### src/rtl/peripheral_ahb4_pkg.sv
// Shared AHB4-Lite definitions for the peripheral interconnect: HTRANS codes
// and the slave-port arbiter state encoding.
package peripheral_ahb4_pkg;

    localparam logic [1:0] HTRANS_IDLE   = 2'b00;
    localparam logic [1:0] HTRANS_BUSY   = 2'b01;
    localparam logic [1:0] HTRANS_NONSEQ = 2'b10;
    localparam logic [1:0] HTRANS_SEQ    = 2'b11;

    // IDLE: nobody requesting; OWNED: owner may lose at the next boundary;
    // HOLD: owner is mid-burst or locked and cannot lose.
    typedef enum logic [1:0] {
        ST_IDLE  = 2'b00,
        ST_OWNED = 2'b01,
        ST_HOLD  = 2'b10
    } arb_state_e;

endpackage

### src/rtl/peripheral_arbiter_pick_ahb4.sv
// Combinational candidate pick: highest priority among requesters, ties broken
// round-robin starting at last_id+1. Bus-agnostic so other flavours can reuse it.
module peripheral_arbiter_pick_ahb4 #(
    parameter int MASTERS       = 3,
    parameter int PRIORITY_BITS = 3
) (
    input  logic [MASTERS-1:0]               req_i,
    input  logic [MASTERS*PRIORITY_BITS-1:0] priority_i,
    input  logic [$clog2(MASTERS)-1:0]       last_id_i,
    output logic [MASTERS-1:0]               pick_o,
    output logic [$clog2(MASTERS)-1:0]       pick_id_o
);

    localparam int IDW = $clog2(MASTERS);

    logic [PRIORITY_BITS-1:0] pri [MASTERS];
    logic [PRIORITY_BITS-1:0] best_pri;
    logic [IDW-1:0]           idx;
    logic                     found;

    always_comb begin
        for (int i = 0; i < MASTERS; i++) begin
            pri[i] = priority_i[i*PRIORITY_BITS +: PRIORITY_BITS];
        end
    end

    // Scan in round-robin order; strict '>' keeps the earliest tied candidate.
    always_comb begin
        pick_id_o = '0;
        best_pri  = '0;
        found     = 1'b0;
        idx       = '0;
        for (int k = 1; k <= MASTERS; k++) begin
            idx = IDW'((int'(last_id_i) + k) % MASTERS);
            if (req_i[idx] && (!found || (pri[idx] > best_pri))) begin
                found     = 1'b1;
                best_pri  = pri[idx];
                pick_id_o = idx;
            end
        end
        pick_o            = '0;
        pick_o[pick_id_o] = found;
    end

endmodule

### src/rtl/peripheral_arbiter_ahb4.sv
// Per-slave-port master arbiter: registered address-phase grant with burst/lock
// hold, plus data-phase owner tracking for response routing.
module peripheral_arbiter_ahb4
    import peripheral_ahb4_pkg::*;
#(
    parameter int MASTERS       = 3,
    parameter int PRIORITY_BITS = 3
) (
    input  logic                               HCLK,
    input  logic                               HRESETn,
    input  logic [MASTERS*PRIORITY_BITS-1:0]   mst_priority,
    input  logic [MASTERS-1:0]                 mst_req,
    input  logic [2*MASTERS-1:0]               mst_HTRANS,
    input  logic [MASTERS-1:0]                 mst_HMASTLOCK,
    input  logic                               slv_HREADY,
    output logic [MASTERS-1:0]                 grant,
    output logic [$clog2(MASTERS)-1:0]         grant_id,
    output logic                               grant_valid,
    output logic [$clog2(MASTERS)-1:0]         data_id,
    output logic                               data_valid,
    output arb_state_e                         dbg_state_o
);

    localparam int IDW = $clog2(MASTERS);

    arb_state_e         state_q, state_d;
    logic [MASTERS-1:0] grant_q, grant_d;
    logic [IDW-1:0]     grant_id_q, grant_id_d;
    logic [IDW-1:0]     last_id_q, last_id_d;
    logic [IDW-1:0]     data_id_q, data_id_d;
    logic               data_valid_q, data_valid_d;

    logic [1:0]         trans [MASTERS];
    logic [1:0]         owner_trans;
    logic               owner_hold;
    logic [MASTERS-1:0] pick;
    logic [IDW-1:0]     pick_id;

    peripheral_arbiter_pick_ahb4 #(
        .MASTERS       (MASTERS),
        .PRIORITY_BITS (PRIORITY_BITS)
    ) u_pick (
        .req_i      (mst_req),
        .priority_i (mst_priority),
        .last_id_i  (last_id_q),
        .pick_o     (pick),
        .pick_id_o  (pick_id)
    );

    always_comb begin
        for (int i = 0; i < MASTERS; i++) begin
            trans[i] = mst_HTRANS[2*i +: 2];
        end
    end

    // A burst is recognised as continuing once the owner shows SEQ/BUSY; a lock
    // holds even through IDLE beats of the locked sequence.
    assign owner_trans = trans[grant_id_q];
    assign owner_hold  = mst_HMASTLOCK[grant_id_q] ||
                         (mst_req[grant_id_q] &&
                          ((owner_trans == HTRANS_SEQ) || (owner_trans == HTRANS_BUSY)));

    always_comb begin
        state_d      = state_q;
        grant_d      = grant_q;
        grant_id_d   = grant_id_q;
        last_id_d    = last_id_q;
        data_id_d    = data_id_q;
        data_valid_d = data_valid_q;
        if (slv_HREADY) begin
            data_id_d    = grant_id_q;
            data_valid_d = owner_trans[1] && (state_q != ST_IDLE);
            if ((state_q != ST_IDLE) && owner_hold) begin
                state_d = ST_HOLD;
            end else if (|mst_req) begin
                state_d    = ST_OWNED;
                grant_d    = pick;
                grant_id_d = pick_id;
                last_id_d  = pick_id;
            end else begin
                state_d = ST_IDLE;
            end
        end
    end

    always_ff @(posedge HCLK) begin
        if (!HRESETn) begin
            state_q      <= ST_IDLE;
            grant_q      <= {{(MASTERS-1){1'b0}}, 1'b1};
            grant_id_q   <= '0;
            last_id_q    <= IDW'(MASTERS-1);
            data_id_q    <= '0;
            data_valid_q <= 1'b0;
        end else begin
            state_q      <= state_d;
            grant_q      <= grant_d;
            grant_id_q   <= grant_id_d;
            last_id_q    <= last_id_d;
            data_id_q    <= data_id_d;
            data_valid_q <= data_valid_d;
        end
    end

    assign grant       = grant_q;
    assign grant_id    = grant_id_q;
    assign grant_valid = (state_q != ST_IDLE);
    assign data_id     = data_id_q;
    assign data_valid  = data_valid_q;
    assign dbg_state_o = state_q;

endmodule

### config.mk
export PLATFORM = sky130hd
export DESIGN_NAME = peripheral_arbiter_ahb4
export DESIGN_NICKNAME = d
export VERILOG_FILES = /design/src/rtl/peripheral_ahb4_pkg.sv /design/src/rtl/peripheral_arbiter_pick_ahb4.sv /design/src/rtl/peripheral_arbiter_ahb4.sv
export SDC_FILE = /design/constraint.sdc
export NUM_CORES = 1
export LEC_CHECK = 0
export BUFFER_PORTS_ARGS = -buffer_cell sky130_fd_sc_hd__buf_2
export CELL_PAD_IN_SITES_DETAIL_PLACEMENT = 0
export CELL_PAD_IN_SITES_GLOBAL_PLACEMENT = 2
export CORE_ASPECT_RATIO = 1.4
export CORE_UTILIZATION = 25
export DETAILED_ROUTE_END_ITERATION = 10
export PLACE_DENSITY = 0.76
export SETUP_SLACK_MARGIN = 0.4
export SLEW_MARGIN = 10
export SYNTH_ARGS = -nofsm -noshare
export SYNTH_HDL_FRONTEND = slang
export SYNTH_SLANG_ARGS = --single-unit
### constraint.sdc
create_clock -name HCLK -period 4.05 [get_ports HCLK]
set_input_delay 1.0125 -clock HCLK [delete_from_list [all_inputs] [get_ports HCLK]]
set_output_delay 1.0125 -clock HCLK [all_outputs]
set_load 0.02 [all_outputs]
* Word-level counts from Yosys, hierarchy flattened
Index checks and enable logic that the tools add are counted.
Storage, ports and cells: flip-flop bits (word level) 12, output and inout port bits 11
Cells by class: $add $sub $neg 3, div/mod/pow operators 3, magnitude comparators 12, equality and inequality tests 2, multiplexer cells 34, bitwise operators 6, reduce and logical (&&, ||, !) cells 15
Operator list (number):
- 32-bit by 3-bit remainder unit with 32-bit output, second input constant | 3
- 3-bit two-way mux | 8
- 3-bit binary-select mux with 2-bit select | 3
- 2-bit by 3-bit < comparator with 1-bit output, second input constant | 5
- 3-bit >= comparator, second input constant | 4
- 2-bit two-way mux | 6
- 2-bit inverter with 3-bit output | 4
- 1-bit binary-select mux with 2-bit select | 5
- 1-bit two-way mux | 10
- 2-bit by 2-bit adder with 3-bit output, second input constant | 2
- 3-bit > comparator | 2
- 1-bit logical AND | 6
- 2-bit binary-select mux with 2-bit select | 1
- 1-bit logical OR | 4
- 2-bit by 1-bit adder with 3-bit output, second input constant | 1
- 3-bit bitwise AND | 1
- 3-bit AND reduction | 1
- 3-bit OR reduction | 1
- 1-bit demux with 2-bit select | 1
- 2-bit by 1-bit equality test with 1-bit output, second input constant | 1
- 2-bit equality test, second input constant | 1
- 2-bit by 1-bit >= comparator with 1-bit output, second input constant | 1
- 1-bit zero test | 2
- 2-bit nonzero test | 1
- 1-bit inverter | 1

* Logic depth before layout (Yosys ltp)
depth in word-level cells 20, mapped depth 22, mapped depth without buffers 21

* By module
From an unflattened synthesis, not the netlist that was laid out.
Second synthesis, totals: cell total of the unflattened synthesis 161, area total of the unflattened synthesis 1280.0 um2
By module, submodules not included:
- peripheral_arbiter_pick_ahb4 | times used 1, cells an instance 92, area an instance 678.2 um2
- peripheral_arbiter_ahb4 | times used 1, cells an instance 69, area an instance 601.8 um2

* Worst setup path after synthesis
No wires, ideal clock.
path type reg2reg, from register grant_id_q[0], in the netlist grant_id[0], to register grant_q[0], in the netlist grant[0], arrival 3.835 ns, data required time 3.928 ns, path slack 0.093 ns, cell stages (with the launch flop) 20, path buffers 1, period minus slack after synthesis 3.957 ns, cell sequence dfxtp_1 -> inv_1 -> ha_1 -> buf_6 -> mux2i_1 -> o2bb2ai_2 -> o21a_1 -> inv_1 -> ha_1 -> a211o_1 -> nand2_1 -> a21o_4 -> mux2i_1 -> ha_1 -> nor2b_1 -> o21ai_0 -> a32oi_1 -> o21a_1 -> o211a_1 -> a221o_1
On the way: word-level cells in the longest chain between the ends 11
Ends and longest elaborated chain:
- start: declaration | RTL line peripheral_arbiter_ahb4.sv:28 | logic [IDW-1:0] grant_id_q, grant_id_d;
- start signal: assignment | RTL line peripheral_arbiter_ahb4.sv:97 | grant_id_q <= grant_id_d;
- 2-bit inverter with 3-bit output (not written as such) | RTL line peripheral_arbiter_ahb4.sv:58 | assign owner_trans = trans[grant_id_q];
- 2-bit binary-select mux with 2-bit select | RTL line peripheral_arbiter_ahb4.sv:58
- 2-bit two-way mux (not written as such) (2 in a row) | RTL line peripheral_arbiter_ahb4.sv:58
- 2-bit equality test / 2-bit by 1-bit equality test with 1-bit output (equally long branches) | RTL line peripheral_arbiter_ahb4.sv:61 | ((owner_trans == HTRANS_SEQ) || (owner_trans == HTRANS_BUSY)));
- 1-bit logical OR | RTL line peripheral_arbiter_ahb4.sv:61
- 1-bit logical AND | RTL line peripheral_arbiter_ahb4.sv:60 | (mst_req[grant_id_q] &&
- 1-bit logical OR (*) | RTL line peripheral_arbiter_ahb4.sv:59 | assign owner_hold = mst_HMASTLOCK[grant_id_q] ||
- 1-bit logical AND (*) | RTL line peripheral_arbiter_ahb4.sv:73 | if ((state_q != ST_IDLE) && owner_hold) begin
- 1-bit inverter (no line) (*)
- 3-bit AND reduction (no line) (*)
- end signal: assignment | RTL line peripheral_arbiter_ahb4.sv:89 | grant_q <= {{(MASTERS-1){1'b0}}, 1'b1};
- end signal: assignment | RTL line peripheral_arbiter_ahb4.sv:96 | grant_q <= grant_d;
- end: declaration | RTL line peripheral_arbiter_ahb4.sv:27 | logic [MASTERS-1:0] grant_q, grant_d;
Every way passes the cells marked *; elsewhere a longest branch is shown, timed or not. The select of a mux whose other input is x is not followed. A chain may end at the register's enable or synchronous reset.

* Worst setup path after layout
from input port mst_req[1], to register grant_q[0], in the netlist grant[0]
On the way: word-level cells in the longest chain between the ends 16
Ends and longest elaborated chain:
- start: declaration | RTL line peripheral_arbiter_ahb4.sv:12 | input logic [MASTERS-1:0] mst_req,
- 1-bit binary-select mux with 2-bit select | RTL line peripheral_arbiter_pick_ahb4.sv:35 | if (req_i[idx] && (!found || (pri[idx] > best_pri))) begin
- 1-bit two-way mux (not written as such) | RTL line peripheral_arbiter_pick_ahb4.sv:35
- 3-bit two-way mux / 1-bit two-way mux (equally long branches) | RTL line peripheral_arbiter_pick_ahb4.sv:35
- 3-bit > comparator / 1-bit zero test (equally long branches) | RTL line peripheral_arbiter_pick_ahb4.sv:35
- 1-bit logical OR | RTL line peripheral_arbiter_pick_ahb4.sv:35
- 1-bit logical AND | RTL line peripheral_arbiter_pick_ahb4.sv:35
- 3-bit two-way mux / 1-bit two-way mux (equally long branches) | RTL line peripheral_arbiter_pick_ahb4.sv:35
- 3-bit > comparator / 1-bit zero test (equally long branches) | RTL line peripheral_arbiter_pick_ahb4.sv:35
- 1-bit logical OR | RTL line peripheral_arbiter_pick_ahb4.sv:35
- 1-bit logical AND | RTL line peripheral_arbiter_pick_ahb4.sv:35
- 2-bit two-way mux | RTL line peripheral_arbiter_pick_ahb4.sv:35
- 2-bit by 3-bit < comparator with 1-bit output (not written as such) / 2-bit by 1-bit >= comparator with 1-bit output (equally long branches) | RTL line peripheral_arbiter_pick_ahb4.sv:42 | pick_o[pick_id_o] = found;
- 1-bit logical AND (not written as such) | RTL line peripheral_arbiter_pick_ahb4.sv:42
- 1-bit two-way mux (not written as such) | RTL line peripheral_arbiter_pick_ahb4.sv:42
- 1-bit demux with 2-bit select
- 3-bit bitwise AND (no line)
Parallel ways exist; a longest one is shown, timed or not. The select of a mux whose other input is x is not followed.

==> impl_results.md <==
* Power Density at 521.0 nW/um^2
* Slew headroom at 0.6852
* EDFF count, synth at 0
* Drt wl/cell at roughly 14 um
* I/O pin cnt at 35
* CP Class: input pin to flop
* CP dominant cell by count: o21a_1
* Synth Warn # at 0
* Diodes inserted at 0
* R2R Path Start: grant_id[0]
* Vias in the first global route at ~1200
* Die area at roughly 4600 sq um
* Initial antenna violation count at 0
* Min Clock Period, post-route at between 3 and 4 ns
* Hold_sp: grant[2]
* Register area share after synthesis at 0.2014
* Mapped Nets at 170
* Simple logic cell fraction of the synthesized area at 0.2025
* First-pass GRT wire length at approximately 5.3 mm
* Commonest cells post-synth: a21oi_1 (14), mux2i_1 (13), dfxtp_1 (11), nand2_1 (11), nor2_1 (11)
* Starting Density at 0.2601
* Fraction of registers with async set/reset at 0
* RSZ-0062 raised after global routing: true
* Status: finished, violations left
* All-Layer GR Usage at 0.1433
* Class of the worst hold path: flop to flop
* Clk buf depth at 2
* Required time worst endpoint at around 4.2 ns
* Max-cap violations at 0
* Post-route ant nets at 0
* Slowest stage cell, crit path: ha_1
* Maximum VDD drop at roughly 0.20 mV
* Mux cell area share after synthesis at 0.1293
* CP peak stage delay at ~0.30 ns
* Hold Fails Final Rpt at 0
* IO Port Bufs at 34
* Cell taking the most area after synthesis: dfxtp_1
* Hold slack at 0.4610 ns
* Area share of fa/ha/maj cells after synthesis at 0.1030
* Pre-Repair DR Iteration Count at 7
* CTS Buf Count at 3
* Drt drc at 3
* Synth cell types at 40
* Clk slew on worst S/H paths at around 0.050 ns
* Slew @ Worst Pin at between 0.4 and 0.5 ns
* Core Box Area at roughly 4200 sq um
* Synthesized flop and latch total at 11
* Post-layout util at 0.3875
* Final Max Slew Viols at 0
* Die height at around 80 um
* CP arrival at 3.93 ns
* Root Buffer: clkbuf_8
* Synth Area in Compound Gates at 0.2860
* Routed WL at roughly 3.3 mm
* Setup crit end kind: flop
* Cells after Synth at ~140
* Pin count of the biggest net entering global routing at 11
* CTS tree: yes
* H-tree levels at 1
* Share of the synthesized area in the top cell type at 0.2014
* Die width at 57.90 um
* Detailed-route vias per instance at ~5.0
* Most frequent cell after synthesis: a21oi_1
* Post-CTS Hold Buffers at 0
* DRC violation total after the first TritonRoute iteration at 52
* Cells after DPL at around 230
* Synth Area in XOR/XNOR at 0
* Max FO, Critical Path at 5
* Clk_skew at 0.006560 ns
* Num rows at 28
* Clock latency on the worst-skew pair at 0.24 ns
* Clock sink total at 11
* Largest family of logic cells by synthesized area: compound AO/OA/AOI/OAI gates
* Layout cells sized above 1 at 0.4588
* Finished Layout Cells at ~240
* Final setup fails at 0
* Failing checks: DRC
* Post-Syn Area at 1094 sq um
* Max Clk Rate at around 260 MHz
* Startpoint type of the worst setup path: input pin
* Synth top area cells: dfxtp_1 (20%), mux2i_1 (12%), ha_1 (10%)
* Final nets at 228
* CP Cell Sequence: buf_6 -> mux2i_2 -> o2bb2ai_2 -> o21a_1 -> inv_2 -> ha_4 -> nor2_4 -> a31oi_4 -> nand2_2 -> a21o_4 -> mux2i_1 -> ha_1 -> nor2b_4 -> o21ai_2 -> a32oi_1 -> o21a_1 -> nand2_1 -> o211a_1 -> a221o_1
* Total congestion overflow at 0
* Buf/Inv on CP at 2
* Vias at 1186
* Fin crit share at 0.9417
* Gpl congestion at 0.8759
* Critical path's top delay family: compound AO/OA/AOI/OAI gates
* Average cell area after synthesis at between 7 and 8 sq um
* Lkg Pwr at 0.0007805 uW
* Worst setup path startpoint: mst_req[1]
* Post-DP HPWL at 2.484 mm
* Ys flop type: dfxtp_1
* Area added between synthesis and finish at 48.97%
[per-stage QoR]
stage                     instance area (sq um)  TNS [ns]  setup slack (ns)  power, uW
after CTS                                  1553         0            0.2018      777.7
final                                      1629         0            0.2361      848.7
after floorplan                            1095         0            0.2094      438.5
after global placement                     1405   -0.2240          -0.05712      586.2
after global routing                       1629         0           0.09072      914.3
after detailed placement                   1405   -0.5051           -0.1385      590.0
[layer usage]
layer	GRT usage	routed length, um	part of all wire
met3	0.009662	136	0.042
met4	0.04762	14	0.0043
met1	0.1596	1366	0.42
met2	0.2782	1752	0.54
met5	0	0	0
[area by class of cell]
type                            instances  area [sq um]
Fill cell                             451          2575
Clock buffer                            4         45.04
Tap cell                               45         56.30
Multi-Input combinational cell        111         893.4
Inverter                                9         33.78
Sequential cell                        11         222.7
Timing Repair Buffer                   59         377.9
[registers in the layout (all words and copies together) (netlist names)]
register / count
dbg_state_o: 2
grant_id: 2
data_id: 2
data_valid: 1
last_id_q: 1
grant: 3
[power breakdown]
group | internal [uW] | switching (uW)
Combinational | 318 | 284
Clock | 69.2 | 42.1
Sequential | 123 | 11.4
Total | 511 | 338
[timing repair]
item	4_1_cts	5_1_grt
resized for setup	20	9
pin swaps	12	15
setup endpoints to repair	6	6
gates cloned	0	0
buffers inserted	2	5
[tightest hold or removal path, stage by stage (launching register included)]
cell and delay [ns]:
dfxtp_1 0.31, nand2_1 0.05, a21oi_1 0.05
[cell usage in the layout (no fill, tap or decap), types with 2 or more instances in the layout]
master and instances:
clkbuf_8 3, inv_1 7, dfxtp_2 2, o21a_1 4, a211o_1 2, nand2b_1 2, inv_2 2, dfxtp_1 9
mux2i_1 12, and2_1 4, nand3_1 2, nor2_1 10, ha_1 6, ha_4 3, buf_6 2, a211oi_2 2
o21ai_0 7, o21ai_2 3, nor2b_1 4, nand2_1 9, buf_4 24, a21oi_1 13, buf_2 32
[final timing paths]
path	cells past startpoint	to	slack [ns]
max reg2reg	20	grant[0]	0.29
min	2	grant[2]	0.46
min reg2reg	2	grant[2]	0.46
max	19	grant[0]	0.24
[cell families (layout without fill, tap and decap cells)]
| group | after synthesis | count (layout) |
|---|---|---|
| muxes | 14 | 14 |
| buffers and inverters | 15 | 72 |
| DFF | 11 | 11 |
| AOI/OAI and AO/OA | 45 | 45 |
| adders and majority gates | 9 | 9 |
| and+or+nand+nor | 43 | 43 |
(Power assumes the default switching activity.)
